## config.mk

```make
export PLATFORM = sky130hd
export DESIGN_NAME = input_unit
export DESIGN_NICKNAME = d
export VERILOG_FILES = /design/src/rtl/noc_pkg.sv /design/src/rtl/flit_fifo.sv /design/src/rtl/input_unit.sv
export SDC_FILE = /design/constraint.sdc
export NUM_CORES = 1
export LEC_CHECK = 0
export BUFFER_PORTS_ARGS = -buffer_cell sky130_fd_sc_hd__buf_2
export CORE_ASPECT_RATIO = 1.25
export CORE_MARGIN = 10
export CORE_UTILIZATION = 35
export CTS_CLUSTER_SIZE = 14
export DETAILED_ROUTE_END_ITERATION = 10
export GPL_ROUTABILITY_DRIVEN = 0
export PLACE_DENSITY = 0.56
export SYNTH_ARGS = -nofsm -noshare
export SYNTH_HDL_FRONTEND = slang
export SYNTH_SLANG_ARGS = --single-unit
```

## constraint.sdc

```tcl
create_clock -name clk -period 2.65 [get_ports clk]
set_clock_uncertainty 0.05 [all_clocks]
set_input_delay 0.3975 -clock clk [delete_from_list [all_inputs] [get_ports clk]]
set_output_delay 0.3975 -clock clk [all_outputs]
set_load 0.01 [all_outputs]
```

## src/rtl/noc_pkg.sv

```systemverilog
// ----------------------------------------------------------------------------
// noc_pkg
// Shared types and constants for the mesh NoC router.
//   - router_i_t : flit format (head/tail markers, XY destination, payload)
//   - PORT_*     : output port encodings of the 5-port router
//   - route_xy   : dimension-ordered (X first, then Y) routing function
// ----------------------------------------------------------------------------
package noc_pkg;

    localparam int COORD_W    = 4;
    localparam int PAYLOAD_W  = 16;

    // Number of router output ports and the width of a port index.
    localparam int PORT_NUM   = 5;
    localparam int PORT_WIDTH = 3;

    localparam logic [PORT_WIDTH-1:0] PORT_L = 3'd0;
    localparam logic [PORT_WIDTH-1:0] PORT_E = 3'd1;
    localparam logic [PORT_WIDTH-1:0] PORT_W = 3'd2;
    localparam logic [PORT_WIDTH-1:0] PORT_N = 3'd3;
    localparam logic [PORT_WIDTH-1:0] PORT_S = 3'd4;

    typedef struct packed {
        logic [COORD_W-1:0] x;
        logic [COORD_W-1:0] y;
    } coord_t;

    typedef struct packed {
        logic                 head;
        logic                 tail;
        coord_t               dst;
        logic [PAYLOAD_W-1:0] payload;
    } router_i_t;

    typedef enum logic {
        ST_IDLE   = 1'b0,
        ST_ACTIVE = 1'b1
    } iu_state_e;

    // X dimension is resolved completely before Y, which keeps the mesh
    // deadlock-free without virtual channels.
    function automatic logic [PORT_WIDTH-1:0] route_xy(
        input coord_t             dst,
        input logic [COORD_W-1:0] my_x,
        input logic [COORD_W-1:0] my_y
    );
        logic [PORT_WIDTH-1:0] port;
        if (dst.x > my_x)      port = PORT_E;
        else if (dst.x < my_x) port = PORT_W;
        else if (dst.y > my_y) port = PORT_N;
        else if (dst.y < my_y) port = PORT_S;
        else                   port = PORT_L;
        return port;
    endfunction

endpackage

```

## src/rtl/flit_fifo.sv

```systemverilog
// ----------------------------------------------------------------------------
// flit_fifo
// Circular-buffer FIFO for router flits. The head entry is presented
// combinationally from the read pointer, so a flit written at edge N is
// visible on o_data right after edge N. No bypass path: a full FIFO refuses
// a write even while the same cycle pops.
// Ports:
//   clk, rst_n  : clock, asynchronous active-low reset
//   i_push      : write i_data (ignored when full)
//   i_data      : flit to write
//   i_pop       : discard the head entry (ignored when empty)
//   o_data      : head entry
//   o_empty     : no entries held
//   o_full      : DEPTH entries held
//   o_count     : number of entries held
// ----------------------------------------------------------------------------
module flit_fifo
    import noc_pkg::*;
#(
    parameter int  DEPTH = 4,
    parameter type T     = router_i_t
) (
    input  logic                       clk,
    input  logic                       rst_n,
    input  logic                       i_push,
    input  T                           i_data,
    input  logic                       i_pop,
    output T                           o_data,
    output logic                       o_empty,
    output logic                       o_full,
    output logic [$clog2(DEPTH):0]     o_count
);

    localparam int PTR_W = $clog2(DEPTH);
    localparam int CNT_W = PTR_W + 1;

    T                   r_mem [DEPTH];
    logic [PTR_W-1:0]   r_wptr;
    logic [PTR_W-1:0]   r_rptr;
    logic [CNT_W-1:0]   r_count;

    logic               w_push;
    logic               w_pop;

    assign o_empty = (r_count == '0);
    assign o_full  = (r_count == CNT_W'(DEPTH));
    assign o_count = r_count;
    assign o_data  = r_mem[r_rptr];

    assign w_push = i_push && !o_full;
    assign w_pop  = i_pop  && !o_empty;

    // Storage is data only; its contents are meaningless while empty, so it
    // carries no reset.
    always_ff @(posedge clk) begin
        if (w_push) begin
            r_mem[r_wptr] <= i_data;
        end
    end

    // Pointers are power-of-two wide and wrap without explicit compare.
    always_ff @(posedge clk or negedge rst_n) begin
        if (!rst_n) begin
            r_wptr  <= '0;
            r_rptr  <= '0;
            r_count <= '0;
        end else begin
            if (w_push) r_wptr <= r_wptr + 1'b1;
            if (w_pop)  r_rptr <= r_rptr + 1'b1;
            case ({w_push, w_pop})
                2'b10:   r_count <= r_count + 1'b1;
                2'b01:   r_count <= r_count - 1'b1;
                default: r_count <= r_count;
            endcase
        end
    end

endmodule

```

## src/rtl/input_unit.sv

```systemverilog
// ----------------------------------------------------------------------------
// input_unit
// Router input port: buffers flits, routes each head flit with XY routing,
// and holds that route (wormhole) until the tail flit crosses the crossbar.
// Ports:
//   clk, rst_n   : clock, asynchronous active-low reset
//   in_valid_i   : upstream flit valid
//   in_flit_i    : upstream flit
//   in_ready_o   : FIFO has room (registered-count based)
//   flit_o       : FIFO head flit toward the crossbar
//   port_o       : output port held for the current packet
//   req_o        : crossbar request (route held and a flit is waiting)
//   grt_i        : crossbar grant vector, one bit per output port
//   err_o        : one-cycle pulse when an orphan body/tail flit is dropped
// ----------------------------------------------------------------------------
module input_unit
    import noc_pkg::*;
#(
    parameter int DEPTH = 4,
    parameter int MY_X  = 0,
    parameter int MY_Y  = 0
) (
    input  logic                  clk,
    input  logic                  rst_n,
    input  logic                  in_valid_i,
    input  router_i_t             in_flit_i,
    output logic                  in_ready_o,
    output router_i_t             flit_o,
    output logic [PORT_WIDTH-1:0] port_o,
    output logic                  req_o,
    input  logic [PORT_NUM-1:0]   grt_i,
    output logic                  err_o
);

    localparam logic [COORD_W-1:0] L_MY_X = COORD_W'(MY_X);
    localparam logic [COORD_W-1:0] L_MY_Y = COORD_W'(MY_Y);

    iu_state_e               r_state;
    iu_state_e               w_state_nxt;
    logic [PORT_WIDTH-1:0]   r_port;
    logic [PORT_WIDTH-1:0]   w_port_nxt;

    router_i_t               w_head;
    logic                    w_empty;
    logic                    w_full;
    logic [$clog2(DEPTH):0]  w_count;
    logic                    w_push;
    logic                    w_pop;
    logic                    w_grant_hit;

    assign w_push     = in_valid_i && !w_full;
    assign in_ready_o = !w_full;

    flit_fifo #(
        .DEPTH (DEPTH),
        .T     (router_i_t)
    ) u_fifo (
        .clk     (clk),
        .rst_n   (rst_n),
        .i_push  (w_push),
        .i_data  (in_flit_i),
        .i_pop   (w_pop),
        .o_data  (w_head),
        .o_empty (w_empty),
        .o_full  (w_full),
        .o_count (w_count)
    );

    // The count is kept inside the FIFO; only empty/full are consumed here.
    logic w_count_unused;
    assign w_count_unused = ^w_count;

    assign flit_o = w_head;
    assign port_o = r_port;

    // Only the grant for the held port matters; all others are ignored.
    assign w_grant_hit = grt_i[r_port];

    always_ff @(posedge clk or negedge rst_n) begin
        if (!rst_n) begin
            r_state <= ST_IDLE;
            r_port  <= PORT_L;
        end else begin
            r_state <= w_state_nxt;
            r_port  <= w_port_nxt;
        end
    end

    // req_o and err_o come only from registered state and the FIFO head, so
    // grt_i has no combinational path to any output; it only steers the pop.
    always_comb begin
        w_state_nxt = r_state;
        w_port_nxt  = r_port;
        w_pop       = 1'b0;
        req_o       = 1'b0;
        err_o       = 1'b0;
        case (r_state)
            ST_IDLE: begin
                if (!w_empty) begin
                    if (w_head.head) begin
                        // Route is latched now; the request follows next cycle.
                        w_port_nxt  = route_xy(w_head.dst, L_MY_X, L_MY_Y);
                        w_state_nxt = ST_ACTIVE;
                    end else begin
                        // Body/tail with no owning head: drop it.
                        w_pop = 1'b1;
                        err_o = 1'b1;
                    end
                end
            end
            ST_ACTIVE: begin
                // An empty FIFO mid-packet drops the request but keeps the route.
                req_o = !w_empty;
                if (!w_empty && w_grant_hit) begin
                    w_pop = 1'b1;
                    if (w_head.tail) begin
                        w_state_nxt = ST_IDLE;
                    end
                end
            end
            default: begin
                w_state_nxt = ST_IDLE;
            end
        endcase
    end

endmodule
```

==> results.yml, run 1 <==
floorplanning:
  io_pins: 66
  chipHeight_um: 146
  initial_core_util_pct: 35.3
  core_um2: 12600
  die_w_um: 121
  dieArea_um2: 17700
  num_rows: 46
timing:
  fin_crit_sh_pct: 94.3
  setup_violations: 0
  finalHoldViolations: 0
  rsz0062_at_grt: "false"
  maxSlewViolCount: 0
  min_period_ps: 2500
  fin_tns_setup_ps: 0
  max_freq_mhz: 400
hold_path:
  hold_depth: 1
  hp-class: "input pin to register"
  hp-start: "in_flit_i[8]"
  holdPathEnd: "u_fifo.r_mem[1][8]"
clocking:
  cts_num_sinks: 114
  cts_max_level: 4
  clk_pin_slew_worst_paths_ps: 60
  clk_latency_ps: 410
  cts_tree: "done"
  clk_path_buf_depth: 2
  clock-root-buffer: "clkbuf_16"
  cts_buffers: 17
placement:
  portBuffers: 63
  dp_hpwl_um: 5730
global_route:
  antenna_found_initial: 1
  grt_pass1_vias: 2455
  grt_use_total_pct: 10.8
  gr-total-overflow: 0
  grt_max_degree: 28
  grt_first_pass_wirelength_um: 14000
yosys:
  ys_top_cells_by_area: "edfxtp_1 70%, mux4_2 13%, dfrtp_1 5.6%"
  synth-seq-cells: 114
  syn_area_per_cell_um2: 22.8
  synth_cell_types: 36
  synth_seq_area_share_pct: 75.8
  synth_top_cell_area_share_pct: 70.2
  async_flop_share_pct: 8.77
  syn_nets: 235
  synthCells: 195
  synth_edf_count: 104
  synthFlopType: "edfxtp_1"
  synth_warnings: 0
  synthesis.area_um2: 4450
  yosysTopAreaCell: "edfxtp_1"
setup_path:
  crit_path_top_delay_cell: "mux4_2"
  crit_path_cell_trace: "mux4_2 -> or2_4 -> a21oi_4 -> ha_2 -> inv_1 -> fa_1 -> xor2_1 -> nor2_1 -> xor2_1"
  path_max_fanout: 2
  reg2reg_depth: 9
  path_buf_inv: 1
  path_class: "register to register"
  cp_slowest_stage_delay_ps: 510
  r2r_end: "u_fifo.o_count[2]"
  cp.arrival_ps: 2780
  r2r_slack_ps: 150
  required_ps: 2930
  end_kind: "register"
  cp-start-kind: "register"
  r2r-start: "u_fifo.r_rptr[0]"
  crit_family: "adder cells"
  crit_top_cell: "xor2_1"
power:
  power_switching_mw: 2.09
  p_seq_share_pct: 37.3
  internal_power_mw: 4.76
  leakage_nw: 2.03
  p_clk_share_pct: 32.1
  powerDensity_nw_per_um2: 1220
  vdd_drop_max_uv: 529
  switching_share_pct: 30.5
  p_comb_share_pct: 30.5
job:
  cap_viol_max_count: 0
outcome:
  status: "complete, no violations"
final_layout:
  finalNetCount: 323
  area_growth_pct: 25.6
  drive_above_1_share_pct: 47.0
  mostFrequentLayoutCell: "edfxtp_1"
  final_cell_mix: "104 x edfxtp_1, 63 x buf_2, 25 x mux4_2"
  fin_util_pct: 44.4
route:
  drc: 0
  vias: 2159
  drtPass1Iterations: 4
  drtIter0Drc: 107
  viasPerCell: 4.64
  wire_per_inst_um: 19.2
  drt.antenna.violating_nets: 0
  routed_wl_um: 8940
## Yosys cell counts, types with 2 or more instances
master and n:
nand2_1 3, buf_12 2, xor2_1 3, dfrtp_1 10, mux4_1 2, edfxtp_1 104, and2_1 3, mux4_2 25
nor2_1 2, xnor2_1 2, nand3_1 2, ha_1 5, inv_1 6, and3_1 4
## layout make-up
type,instances,area [um2]
repair buffers,76,419
fillers,1102,7010
clock buffers,17,425
well taps,168,210
inverters,6,22.5
diodes,1,2.50
clock inverters,15,160
flip-flops and latches,114,3370
multi-input cells,68,977
## state kept, by name (all words and copies together), names as in the netlist
signal,count
u_fifo.r_mem,104
port_o,2
u_fifo.o_count,3
r_state,1
u_fifo.r_rptr,2
u_fifo.r_wptr,2
## power by group through the flow
stage                     sequential [mW]  clock (mW)  combinational [mW]
after detailed placement             2.59           0                2.13
after global placement               2.57           0                2.13
after floorplan                      2.55           0                1.47
after global routing                 2.59        2.33                2.33
after CTS                            2.56        2.24                2.15
final                                2.55        2.20                2.09
## worst register-to-register path, stage by stage (launching register included)
cell	delay [ps]
dfrtp_2	370
mux4_2	510
or2_4	270
a21oi_4	180
ha_2	210
inv_1	50
fa_1	370
xor2_1	150
nor2_1	120
xor2_1	150
## how the worst max path moves through the flow
| stage | slack, ps | end | start | depth (start not counted) |
|---|---|---|---|---|
| global route | 10 | u_fifo.o_count[2] | u_fifo.r_rptr[0] | 9 |
| global placement | 150 | u_fifo.o_count[2] | u_fifo.r_rptr[0] | 9 |
| CTS | 100 | u_fifo.o_count[2] | u_fifo.r_rptr[0] | 9 |
| floorplan | 30 | u_fifo.o_count[2] | u_fifo.r_rptr[0] | 10 |
| finish | 150 | u_fifo.o_count[2] | u_fifo.r_rptr[0] | 9 |
| detailed placement | 130 | u_fifo.o_count[2] | u_fifo.r_rptr[0] | 9 |
## layer usage
layer | up-vias | global-route usage (%) | wire length [um]
li1 | 981 | - | -
met1 | 1099 | 12.5 | 3640
met2 | 68 | 17.1 | 4590
met3 | 11 | 4.78 | 552
met4 | 0 | 4.53 | 160
met5 | - | 0 | 0
## kinds of logic after synthesis
kind of cell	count (synthesis)	synth area share (%)
AO/OA/AOI/OAI	6	1.43
XOR/XNOR	6	1.35
adder cells (fa/ha/maj)	6	1.85
buffers and inverters	13	2.33
flip-flops	114	75.8
multiplexers	29	14.3
other	1	0.0842
AND/OR/NAND/NOR	20	2.87
## metrics by stage
stage	std cells	area (um2)	total power, mW	setup WS (ps)	hold WS [ps]
after floorplan	195	4450	4.03	34.6	51.9
after global placement	430	4980	4.70	153	234
after detailed placement	430	4980	4.72	131	235
after CTS	463	5580	6.95	98.2	134
after global routing	464	5590	7.25	11.2	141
final	465	5590	6.85	151	150
## what timing repair did
item | CTS | global route
endpoints found under the setup margin | 1 | 1
resized for setup | 1 | 1
buffers inserted | 0 | 1
hold endpoints to repair | 10 | 0
hold buffers | 1 | 0
Power figures use the tool's default switching activity.
==> inputs of run 2 (changes only) <==
- PLACE_DENSITY: 0.56 -> default
==> run 2 against run 1 <==
Via count shrank 0.19%. Routed wire length shrank 3.6%. Critical path depth is the same. Non-clock buffer count shrank 1. Total power grew 0.11%. First-iteration DRC count shrank 6.5%. Register-to-register slack is essentially flat. Sequential power is essentially flat. Sequential cell count is the same. Maximum frequency shrank 0.14%. Clock-buffer cell count grew 7. Worst hold slack gained 11 ps. Critical path type unchanged. Critical endpoint unchanged. Largest power group unchanged. Highest routed layer unchanged.
==> results.yml, run 2 (synthesis results as in run 1) <==
outcome:
  status: "complete, no violations"
power:
  p_seq_share_pct: 37.2
  leakage_nw: 2.03
  power_switching_mw: 2.00
  p_clk_share_pct: 32.3
  p_comb_share_pct: 30.5
  switching_share_pct: 29.2
  vdd_drop_max_uv: 454
  internal_power_mw: 4.85
  powerDensity_nw_per_um2: 1220
timing:
  max_freq_mhz: 400
  maxSlewViolCount: 0
  min_period_ps: 2500
  setup_violations: 0
  finalHoldViolations: 0
  fin_crit_sh_pct: 94.4
  tightestPinTransition_ps: 548
  rsz0062_at_grt: "false"
  fin_tns_setup_ps: 0
  slew_headroom_pct: 63.5
route:
  routed_wl_um: 8620
  drc: 0
  drt.antenna.violating_nets: 0
  wire_per_inst_um: 18.6
  viasPerCell: 4.65
  vias: 2155
  drtPass1Iterations: 4
  drtIter0Drc: 100
global_route:
  gr-total-overflow: 0
  grt_use_total_pct: 10.4
  antenna_found_initial: 0
  grt_pass1_vias: 2434
  grt_first_pass_wirelength_um: 13700
  grt_max_degree: 28
setup_path:
  end_kind: "register"
  r2r-start: "u_fifo.r_rptr[0]"
  path_class: "register to register"
  startpoint: "u_fifo.r_rptr[0]"
  cp-start-kind: "register"
  cp.arrival_ps: 2780
  path_max_fanout: 4
  required_ps: 2920
floorplanning:
  io_pins: 66
  chipHeight_um: 146
  num_rows: 46
  dieArea_um2: 17700
  initial_core_util_pct: 35.3
  core_um2: 12600
  die_w_um: 121
placement:
  dp.cells: 430
  portBuffers: 63
  dp_hpwl_um: 5740
final_layout:
  final_cell_mix: "104 x edfxtp_1, 63 x buf_2, 25 x mux4_2"
  drive_above_1_share_pct: 46.4
  n_antenna_cell: 0
  fin_util_pct: 44.4
  fillCellCount: 1074
  largest_register: "u_fifo.r_mem"
  mostFrequentLayoutCell: "edfxtp_1"
  largest_reg_flops: 104
  fin_cells: 463
  area_growth_pct: 25.8
  finalNetCount: 322
clocking:
  cts_max_level: 4
  clk_pin_slew_worst_paths_ps: 50
  clk_latency_ps: 400
  clk_path_buf_depth: 2
  cts_buffers: 17
  post_cts_buffers: 0
  clock-root-buffer: "clkbuf_16"
  cts_tree: "done"
  cts_num_sinks: 114
job:
  cap_viol_max_count: 0
hold_path:
  hp-class: "input pin to register"
  hp-start: "in_flit_i[15]"
-- run 2: changes by cell type in the layout (fill, tap and decap cells not counted), sizes merged --
cell,previous run,this run
clkinv,8,3
inv,8,6
diode,1,0
buf,75,74
clkbuf,17,24
-- run 2: path summary, 6_finish.rpt --
check                                      end  slack (ps)  cells after the start
max                          u_fifo.o_count[2]         150                      9
min reg2reg                          port_o[1]         500                      1
min in group asynchronous              r_state         350                      2
min                        u_fifo.r_mem[0][15]         160                      1
max reg2reg                  u_fifo.o_count[2]         150                      9
max in group asynchronous     u_fifo.r_rptr[0]        1980                      2
-- run 2: area by class of cell --
| type | instances | area, um2 | share of cell area (%) |
|---|---|---|---|
| clock buffers | 24 | 492 | 8.78 |
| repair buffers | 75 | 412 | 7.35 |
| well taps | 168 | 210 | 3.75 |
| multi-input cells | 68 | 987 | 17.6 |
| clock inverters | 8 | 101 | 1.81 |
| inverters | 6 | 22.5 | 0.402 |
| flip-flops and latches | 114 | 3370 | 60.3 |
-- run 2: critical path: stages (launching register included) --
cell,delay [ps]
dfrtp_2,370
mux4_2,550
or2_4,270
a21oi_4,200
ha_4,160
inv_1,40
fa_1,370
xor2_1,150
nor2_1,120
xor2_1,150
-- run 2: metal layers --
| metal | up-vias | wire (um) | GRT usage (%) | part of all wire [%] |
|---|---|---|---|---|
| met5 | - | 0 | 0 | 0 |
| met4 | 0 | 170 | 5.08 | 2.0 |
| met3 | 13 | 372 | 3.36 | 4.3 |
| met2 | 59 | 4580 | 17.6 | 53 |
| met1 | 1103 | 3500 | 11.6 | 41 |
| li1 | 980 | - | - | - |
-- run 2: what timing repair did --
| action | CTS | global route |
|---|---|---|
| endpoints found under the hold margin | 10 | 0 |
| hold buffers | 1 | 0 |
| endpoints found under the setup margin | 0 | 3 |
| resized for setup | 0 | 3 |
-- run 2: power groups by stage --
| stage | Sequential (mW) | Clock (mW) | Combinational [mW] |
|---|---|---|---|
| floorplan | 2.55 | 0 | 1.47 |
| global route | 2.59 | 2.35 | 2.32 |
| finish | 2.55 | 2.21 | 2.09 |
| detailed placement | 2.59 | 0 | 2.14 |
| CTS | 2.55 | 2.26 | 2.15 |
| global placement | 2.56 | 0 | 2.12 |
-- run 2: per-stage QoR --
step	hold WS, ps	setup WS, ps	instance area, um2	power [mW]
after floorplan	51.9	34.6	4450	4.03
after global placement	227	152	4980	4.68
after detailed placement	232	119	4980	4.72
after CTS	149	9.15	5580	6.96
after global routing	144	25.0	5600	7.26
final	161	147	5600	6.85
